`src/rtl/instr_sequencer.sv`:
```
// Control sequencer for the single-bus datapath: fetch over PC/MAR/MDR/IR,
// decode from IR, then drive register selects and bus/latch strobes per step.
module instr_sequencer #(
    parameter int DATA_WIDTH = 32,
    parameter int OPCODE_W   = 5,
    parameter int REG_SEL_W  = 4,
    parameter int NUM_REGS   = 16
) (
    input  logic                  clock,
    input  logic                  clear,
    input  logic                  run,
    input  logic                  mem_ready,
    input  logic [DATA_WIDTH-1:0] ir,
    output logic                  PCout,
    output logic                  PCin,
    output logic                  IncPC,
    output logic                  MARin,
    output logic                  Read,
    output logic                  MDRin,
    output logic                  MDRout,
    output logic                  IRin,
    output logic                  Yin,
    output logic                  ZLowIn,
    output logic                  ZHighIn,
    output logic                  ZLowOut,
    output logic                  ZHighOut,
    output logic                  LOin,
    output logic                  HIin,
    output logic [OPCODE_W-1:0]   alu_op,
    output logic [NUM_REGS-1:0]   Rout,
    output logic [NUM_REGS-1:0]   Rin,
    output logic [3:0]            step,
    output logic                  halted,
    output logic                  illegal_op
);

    typedef enum logic [3:0] {
        S_IDLE = 4'd0, S_T0 = 4'd1, S_T1 = 4'd2, S_T2 = 4'd3, S_T3 = 4'd4,
        S_T4 = 4'd5, S_T5 = 4'd6, S_T6 = 4'd7, S_HALT = 4'd8
    } state_t;

    localparam int LOW_W = DATA_WIDTH - OPCODE_W - 3 * REG_SEL_W;
    localparam int unsigned NR = NUM_REGS;

    state_t state, state_next;

    logic [OPCODE_W-1:0]  opcode;
    logic [REG_SEL_W-1:0] ra, rb, rc;
    logic is_alu, is_mul, is_div, is_muldiv, is_nop, is_halt, is_ill, uses_regs;
    logic ra_ok, rb_ok, rc_ok, bad_regs;

    assign opcode = ir[DATA_WIDTH-1 -: OPCODE_W];
    assign ra     = ir[DATA_WIDTH-OPCODE_W-1 -: REG_SEL_W];
    assign rb     = ir[DATA_WIDTH-OPCODE_W-REG_SEL_W-1 -: REG_SEL_W];
    assign rc     = ir[DATA_WIDTH-OPCODE_W-2*REG_SEL_W-1 -: REG_SEL_W];

    generate
        if (LOW_W > 0) begin : g_low
            logic unused_low;
            assign unused_low = ^ir[LOW_W-1:0];
        end
    endgenerate

    assign is_alu    = (opcode >= OPCODE_W'(3)) && (opcode <= OPCODE_W'(10));
    assign is_mul    = (opcode == OPCODE_W'(15));
    assign is_div    = (opcode == OPCODE_W'(16));
    assign is_nop    = (opcode == OPCODE_W'(26));
    assign is_halt   = (opcode == OPCODE_W'(27));
    assign is_muldiv = is_mul | is_div;
    assign uses_regs = is_alu | is_muldiv;
    assign is_ill    = ~(uses_regs | is_nop | is_halt);

    assign ra_ok    = 32'(ra) < NR;
    assign rb_ok    = 32'(rb) < NR;
    assign rc_ok    = 32'(rc) < NR;
    // ra is only a destination for ALU ops; MUL/DIV write LO/HI instead
    assign bad_regs = (is_alu & ~ra_ok) | (uses_regs & (~rb_ok | ~rc_ok));

    function automatic logic [NUM_REGS-1:0] onehot(input logic [REG_SEL_W-1:0] idx);
        logic [NUM_REGS-1:0] r;
        r = '0;
        for (int unsigned i = 0; i < NR; i++)
            if (idx == REG_SEL_W'(i)) r[i] = 1'b1;
        return r;
    endfunction

    always_ff @(posedge clock) begin
        if (clear) state <= S_IDLE;
        else       state <= state_next;
    end

    always_ff @(posedge clock) begin
        if (clear)
            illegal_op <= 1'b0;
        else if (state == S_T3 && (is_ill || bad_regs))
            illegal_op <= 1'b1;
    end

    always_comb begin
        state_t end_next;
        end_next   = run ? S_T0 : S_IDLE;
        state_next = state;
        case (state)
            S_IDLE: state_next = run ? S_T0 : S_IDLE;
            S_T0:   state_next = S_T1;
            S_T1:   state_next = mem_ready ? S_T2 : S_T1;
            S_T2:   state_next = S_T3;
            S_T3:   state_next = uses_regs ? S_T4 : (is_halt ? S_HALT : end_next);
            S_T4:   state_next = S_T5;
            S_T5:   state_next = is_muldiv ? S_T6 : end_next;
            S_T6:   state_next = end_next;
            S_HALT: state_next = S_HALT;
            default: state_next = S_IDLE;
        endcase
    end

    always_comb begin
        {PCout, PCin, IncPC, MARin, Read, MDRin, MDRout, IRin} = '0;
        {Yin, ZLowIn, ZHighIn, ZLowOut, ZHighOut, LOin, HIin} = '0;
        alu_op = '0;
        Rout   = '0;
        Rin    = '0;
        halted = 1'b0;
        step   = state;
        case (state)
            S_T0: begin PCout = 1'b1; MARin = 1'b1; IncPC = 1'b1; ZLowIn = 1'b1; end
            S_T1: begin ZLowOut = 1'b1; PCin = 1'b1; Read = 1'b1; MDRin = 1'b1; end
            S_T2: begin MDRout = 1'b1; IRin = 1'b1; end
            S_T3: if (uses_regs) begin
                Rout = onehot(rb);
                Yin  = 1'b1;
            end
            S_T4: begin
                Rout    = onehot(rc);
                ZLowIn  = 1'b1;
                ZHighIn = is_muldiv;
                alu_op  = opcode;
            end
            S_T5: begin
                ZLowOut = 1'b1;
                LOin    = is_muldiv;
                if (is_alu) Rin = onehot(ra);
            end
            S_T6:   begin ZHighOut = 1'b1; HIin = 1'b1; end
            S_HALT: halted = 1'b1;
            default: ;
        endcase
    end

endmodule
```
`config.mk`:
```
export PLATFORM = sky130hd
export DESIGN_NAME = instr_sequencer
export DESIGN_NICKNAME = d
export VERILOG_FILES = /design/src/rtl/instr_sequencer.sv
export SDC_FILE = /design/constraint.sdc
export NUM_CORES = 1
export LEC_CHECK = 0
export CAP_MARGIN = 30
export CORE_ASPECT_RATIO = 0.5
export CORE_UTILIZATION = 32
export CTS_BUF_LIST = sky130_fd_sc_hd__clkbuf_2 sky130_fd_sc_hd__clkbuf_4 sky130_fd_sc_hd__clkbuf_8
export CTS_CLUSTER_DIAMETER = 200
export DETAILED_ROUTE_END_ITERATION = 10
export PLACE_DENSITY = 0.83
export SLEW_MARGIN = 20
export SYNTH_ARGS = -nofsm -noshare
export SYNTH_HDL_FRONTEND = slang
export SYNTH_SLANG_ARGS = --single-unit
```
`constraint.sdc`:
```
create_clock -name clock -period 3.5 [get_ports clock]
set_input_delay 1.05 -clock clock [delete_from_list [all_inputs] [get_ports clock]]
set_output_delay 1.05 -clock clock [all_outputs]
set_load 0.02 [all_outputs]
```
==> Yosys cells after proc, flatten, opt, wreduce, memory -nomap -nowiden <==
Index checks and enable logic that the tools add are counted.
{ "totals": {"regBits": 5, "latch_bits": 0, "ram_bits": 0, "rom_bits": 0, "input_bits": 36, "output_inout_bits": 58, "n_memories": 0} }
{ "op_classes": {"addsub": 0, "mul": 0, "n_div": 0, "n_lt_le_gt_ge": 2, "n_eq_ne": 57, "n_shift": 0, "mux": 70, "bitwise_logic": 5, "reduce_logical": 9} }
{ "op_table": {"columns": ["cell", "n"], "rows": [
  ["4-bit == test (second input constant)", 25],
  ["4-bit by 3-bit == test with 1-bit output (second input constant)", 16],
  ["1-bit 2-to-1 mux", 61],
  ["16-bit 2-to-1 mux", 3],
  ["4-bit by 2-bit == test with 1-bit output (second input constant)", 8],
  ["16-bit case mux with 2 select lines", 1],
  ["4-bit case mux with 8 select lines", 1],
  ["4-bit by 1-bit == test with 1-bit output (second input constant)", 4],
  ["4-bit zero test", 4],
  ["5-bit == test (second input constant)", 3],
  ["4-bit 2-to-1 mux", 2],
  ["2-bit OR reduction", 3],
  ["5-bit by 4-bit == test with 1-bit output (second input constant)", 1],
  ["5-bit by 2-bit >= comparator with 1-bit output (second input constant)", 1],
  ["5-bit by 4-bit <= comparator with 1-bit output (second input constant)", 1],
  ["5-bit 2-to-1 mux", 1],
  ["1-bit OR", 4],
  ["3-bit 2-to-1 mux", 1],
  ["1-bit logical AND", 2],
  ["1-bit NOT", 1]
]} }

==> Logic depth before layout (Yosys ltp) <==
Gate-level depths: netlist of the first run.
{ "logic_depth": {"word_depth": 7, "depth_mapped": 6} }

==> Worst setup path after synthesis of the first run <==
OpenSTA, ideal clock, no wires.
{ "synth_path": {"path_type": "in2out", "start": "in ir[28]", "end": "out Rout[12]", "arrival_time_ns": 2.798, "t_required_ns": 2.450, "setup_slack_ns": -0.348, "stages": 5, "n_path_buf": 1, "path_cell_list": "buf_2 -> or4b_4 -> nor2_1 -> o21ai_2 -> o41ai_1"} }
{ "synth_via": {"elab_chain_cells": 5} }
{ "synth_rtl": {"columns": ["element", "line_no", "rtl"], "rows": [
  ["from (decl)", "13", "input logic [DATA_WIDTH-1:0] ir,"],
  ["5-bit by 2-bit >= comparator with 1-bit output (tied with other cells)", "64", "assign is_alu = (opcode >= OPCODE_W'(3)) && (opcode <= OPCODE_W'(10));"],
  ["1-bit logical AND / 1-bit OR (equally long branches)", "64, 69", null],
  ["1-bit OR (*)", "70", "assign uses_regs = is_alu | is_muldiv;"],
  ["16-bit 2-to-1 mux (*)", "129", "S_T3: if (uses_regs) begin"],
  ["16-bit case mux with 2 select lines (*)", "125", "case (state)"],
  ["to (decl)", "30", "output logic [NUM_REGS-1:0] Rout,"]
]} }
Mark *: on every way between the ends. The rest lies on a longest branch, timed or not.

==> Final worst setup path of the first run <==
{ "layout_path": {"start": "in ir[27]", "end": "out Rout[1]"} }
Same word-level chain as after synthesis.

==> results.ini, run 1 <==
[synth]
synth_common_cells = nor2_1, nand2_1, nand2b_1
synth_top_family_by_area = simple AND/OR/NAND/NOR gates
ys_top_cells_by_area = dfxtp_1, nor2_1, nand2_1
synth_seq_cells = 5
synth_area_leader_cell = dfxtp_1
synth_cells = 153
postSynthAreaPerCell_um2 = 6.71
synth-seq-area-share_pct = 9.76
ys_async_sr_fraction_pct = 0
synth_compound_area_share_pct = 25.4
synth_xor_area_share_pct = 0.854
synthesis.area_um2 = 1030
yosys_warnings = 0
synth.most_common_cell = nor2_1
yosysUniqueCellTypes = 41
synth_edf_count = 0
synthMuxAreaShare_pct = 0
synth_top_area_share_pct = 9.76
synthAdderAreaFrac_pct = 0
synth_fp_nets = 189
synth_simple_gate_area_share_pct = 52.1
synth_ff_type = dfxtp_1

[worst_setup_path]
cp-start-kind = input port
worstPathRequired_ps = 2450
crit_arrival_ps = 2680
path_class = in2out
worstSetupEndpointType = output pin
cp_max_fo = 6

[finish]
area_growth_pct = 147
drive_gt1_share_pct = 47.4
diodes = 0
layout.nets = 307
instances_no_fill = 310

[place]
dp_hpwl_um = 3330
dp_cells = 292
portBuffers = 78
place_ws_ps = -1090
gp_congestion = 0.800

[floorplanning]
core_area_um2 = 3030
io-pin-count = 94
die_x_um = 82.1
die_y_um = 42.0
row_count = 14
start_util_pct = 33.9
die_area_um2 = 3450

[drt]
drt_iter0_markers = 74
via_count = 1619
wl_per_cell_um = 15.7
dr.pass1.iters = 4
avgViaCountPerCell = 5.22
ant_nets = 0
routed_wl_um = 4880
drc_errors = 0

[clocking]
cts_sinks = 5
path_clk_slew_ps = 40
root_buffer = clkbuf_8
cts_made_buffers = 3
cts_tree = yes
htreeDepth = 1
clkLatencyLatePin_ps = 230
cts_buffer_depth = 2
cts_hold_buf = 0

[sta]
hold_viol = 0
tightest_slew_ps = 501
slew_headroom_pct = 66.3
max_freq_mhz = 268
period_share_pct = 107
skew_ps = 2.71
final_max_slew_viol_count = 0
setup_viol = 18
rsz0062_at_grt = true
fin_ws_ps = -231
timing.final.crit_period_ps = 3730

[global_route]
grt_max_degree = 13
gr-total-overflow = 0
grt_pass1_vias = 1556
grt_pass1_wl_um = 7210
grt_util_all_layers_pct = 27.3
antenna_found_initial = 0

[status]
outcome = finished, violations left
violations = setup timing

[min_path]
hp-class = reg2reg

[power_and_ir_drop]
p_per_area_nw_per_um2 = 146
peakVddDrop_mv = 0.117
power_leakage_nw = 1.08

[run]
maxCapViolations = 0

registers in the layout (all words and copies together) (netlist names):
signal      flops
step            4
illegal_op      1
routing by layer:
metal	up-vias	GRT usage, %	wire (µm)
li1	795	-	-
met1	773	31.5	1980
met2	47	53.1	2660
met3	4	2.17	208
met4	0	7.72	28
met5	-	0	0
cells by family after synthesis:
| group | Yosys count |
|---|---|
| buffers and inverters | 20 |
| and+or+nand+nor | 94 |
| AOI/OAI and AO/OA | 33 |
| DFF | 5 |
| xor gates and xnor gates | 1 |
path summary, 6_finish.rpt:
path / start / endpoint / slack [ps] / cells after the start
setup reg to reg: step[2] / step[0] / 1820 / 7
hold reg to reg: illegal_op / illegal_op / 460 / 2
setup / recovery: ir[27] / Rout[1] / -230 / 7
hold / removal: illegal_op / illegal_op / 460 / 2
layout by cell type, fill, tap and decap left out, types with 3 or more instances in the layout:
cell type and n:
and2_1 7, nand2_1 20, buf_6 20, dfxtp_1 5, nor2_1 16, o41ai_4 6
nor3_1 6, nor2b_1 3, nand3b_1 3, buf_4 52, a31oi_1 3, buf_2 8
clkdlybuf4s50_1 38, nand3_1 6, o31ai_4 8, nand2b_1 10, clkbuf_2 5, nor3b_1 3
clkdlybuf4s15_2 3, clkbuf_8 3, nor2_4 5, inv_1 4
report_power, final:
part           leakage, nW  switching [W]  internal [W]  total [W]
registers           0.0407     0.00000707     0.0000601  0.0000672
logic                 1.01      0.0000916     0.0000915   0.000183
clock network       0.0262      0.0000328     0.0000863   0.000119
cell type report:
cell class                 count  area (µm²)
tap                           40        50.0
clock buffer                   4        48.8
sequential                     5         100
inverter                       4        15.0
fill                         182         500
multi-input combinational    128        1160
timing repair buffer         129        1150
critical path, cell delays in order:
cell and delay, ps:
buf_8 100, or4b_4 560, nor2_4 180, o21ai_4 120, buf_6 150, o41ai_4 320
buf_4 190
metrics by stage:
step	total power (W)	setup TNS, ps	utilization [%]	hold slack (ps)	area, µm²
2_1_floorplan	0.000146	-333	-	516	1280
3_3_place_gp	0.000225	-30470	75.4	434	2280
3_5_place_dp	0.000229	-32370	75.4	463	2280
4_1_cts	0.000359	-2090	80.2	467	2430
5_1_grt	0.000384	-3350	83.5	476	2530
6_report	0.000369	-2550	83.5	464	2530
what timing repair did:
action                     in CTS  in global routing
resized for setup             188                 32
setup buffers                   9                  4
gates cloned                    1                  0
setup endpoints to repair      37                 33
pin swaps                      13                  9
No activity file was read; power rests on OpenSTA's default activity.
==> inputs of run 2 (changes only) <==
PLACE_DENSITY = default   (was 0.83)
PLACE_DENSITY_LB_ADDON = 0.05   (was default)
==> results.ini, run 2 (synthesis results as in run 1) <==
[worst_setup_path]
worstSetupEndpointType = output pin
crit_arrival_ps = 2610  ; -70 ps
cp_slowest_cell = or4b_4
path_cells = buf_6 -> or4b_4 -> nor2_4 -> o21ai_4 -> buf_12 -> o41ai_4 -> buf_4
path_class = in2out
worstPathRequired_ps = 2450  ; about the same
cp-start-kind = input port
cp_max_fo = 6  ; unchanged
max_stage_delay_ps = 540  ; -20 ps

[place]
place_ws_ps = -1100  ; -7.80 ps
portBuffers = 78  ; unchanged
dp_hpwl_um = 3470  ; +3.9%
gp_congestion = 0.896  ; +12%

[floorplanning]
start_util_pct = 33.9  ; unchanged
die_area_um2 = 3450  ; unchanged
core_area_um2 = 3030  ; unchanged
io-pin-count = 94  ; unchanged
die_x_um = 82.1  ; unchanged
row_count = 14  ; unchanged
die_y_um = 42.0  ; unchanged

[drt]
avgViaCountPerCell = 5.39  ; +3.2%
routed_wl_um = 4540  ; -7.0%
wl_per_cell_um = 14.9  ; -5.2%
via_count = 1639  ; +1.2%
drc_errors = 0  ; unchanged
ant_nets = 0  ; unchanged
drt_iter0_markers = 102  ; +38%
dr.pass1.iters = 4  ; unchanged

[global_route]
antenna_found_initial = 0  ; unchanged
grt_max_degree = 13  ; unchanged
grt_pass1_wl_um = 7030  ; -2.5%
grt_util_all_layers_pct = 26.7  ; -0.60 points
gr-total-overflow = 0  ; unchanged
grt_pass1_vias = 1483  ; -4.7%

[sta]
skew_ps = 0.598  ; -2.11 ps
period_share_pct = 105  ; -2.0 points
final_max_slew_viol_count = 0  ; unchanged
rsz0062_at_grt = true
whs_ps = 465  ; +1.57 ps
setup-tns-final_ps = -1490  ; +1050 ps
setup_viol = 16  ; -2
tightest_slew_ps = 407  ; -94.3 ps
max_freq_mhz = 273  ; +1.9%
timing.final.crit_period_ps = 3660  ; -70.4 ps
slew_headroom_pct = 72.7  ; +6.3 points
fin_ws_ps = -161  ; +70.4 ps
hold_viol = 0  ; unchanged

[finish]
diodes = 0  ; unchanged
layout.nets = 301  ; -2.0%
layout_common_cells = buf_4, clkdlybuf4s50_1, nand2_1, nor2_1, buf_6
drive_gt1_share_pct = 45.8  ; -1.6 points
fill_cells = 217  ; +19%
post-route-util_pct = 79.9  ; -3.6 points
final_common_cell = buf_4
largest_register_ffs = 4  ; unchanged
area_growth_pct = 136

[power_and_ir_drop]
p_per_area_nw_per_um2 = 151  ; +3.3%
switching_share_pct = 35.4  ; -0.23 points
seqPwrFrac_pct = 18.3  ; about the same
power_frac_comb_pct = 48.7  ; -0.9 points
clkPwrFrac_pct = 33.0  ; +0.7 points
power_leakage_nw = 1.06  ; -2.0%
peakVddDrop_mv = 0.103  ; -13%
power.total_w = 0.000365  ; -1.1%
p_int_w = 0.000236  ; -0.73%
p_sw_w = 0.000129  ; -1.7%

[clocking]
clkLatencyLatePin_ps = 230  ; about the same
cts_buffer_depth = 2  ; unchanged
htreeDepth = 1  ; unchanged
root_buffer = clkbuf_8
path_clk_slew_ps = 40  ; about the same
cts_hold_buf = 0  ; unchanged
cts_made_buffers = 3  ; unchanged
cts_sinks = 5  ; unchanged
cts_tree = yes

[status]
outcome = finished, violations left
violations = setup timing

[run]
maxCapViolations = 0  ; unchanged

[min_path]
hp-class = reg2reg

-- run 2: through the flow --
stage,cell area (µm²),std cells
3_3_place_gp,2310,294
5_1_grt,2420,304
4_1_cts,2420,301
6_report,2420,304
3_5_place_dp,2310,294
2_1_floorplan,1280,153
-- run 2: final timing paths --
path / to / from / slack, ps / cells past startpoint
worst min register to register: illegal_op / illegal_op / 470 / 2
worst max register to register: step[2] / step[3] / 1970 / 7
worst min-delay path: illegal_op / illegal_op / 470 / 2
worst max-delay path: Rout[8] / ir[28] / -160 / 7
-- run 2: critical path, delay by kind of cell --
kind            cells  cell delay (ps)
simple gates        2              660
compound gates      2              430
buf+inv             3              460
-- run 2: routing by layer --
| layer | vias up | wire (µm) | global-route usage [%] |
|---|---|---|---|
| met4 | 0 | 84 | 9.82 |
| met3 | 10 | 315 | 2.39 |
| met1 | 760 | 1790 | 29.7 |
| met5 | - | 0 | 0 |
| met2 | 78 | 2350 | 51.9 |
| li1 | 791 | - | - |
-- run 2: area by class of cell --
| cell class | instances | area, µm² | share of cell area (%) |
|---|---|---|---|
| Clock buffer | 4 | 48.8 | 2.01 |
| Inverter | 4 | 15.0 | 0.620 |
| Multi-Input combinational cell | 128 | 1120 | 46.4 |
| Sequential cell | 5 | 100 | 4.13 |
| Tap cell | 40 | 50.0 | 2.07 |
| Timing Repair Buffer | 123 | 1080 | 44.7 |
-- run 2: power by group through the flow --
| stage | clock [W] | sequential [W] | combinational, W |
|---|---|---|---|
| after floorplan | 0 | 0.0000658 | 0.0000800 |
| after global placement | 0 | 0.0000673 | 0.000160 |
| after detailed placement | 0 | 0.0000676 | 0.000165 |
| after CTS | 0.000122 | 0.0000667 | 0.000173 |
| after global routing | 0.000123 | 0.0000674 | 0.000189 |
| final | 0.000120 | 0.0000669 | 0.000178 |
-- run 2: repair_timing --
item,CTS,global route
resized for setup,181,31
gates cloned,1,0
pin swaps,12,7
endpoints found under the setup margin,37,34
setup buffers,3,3
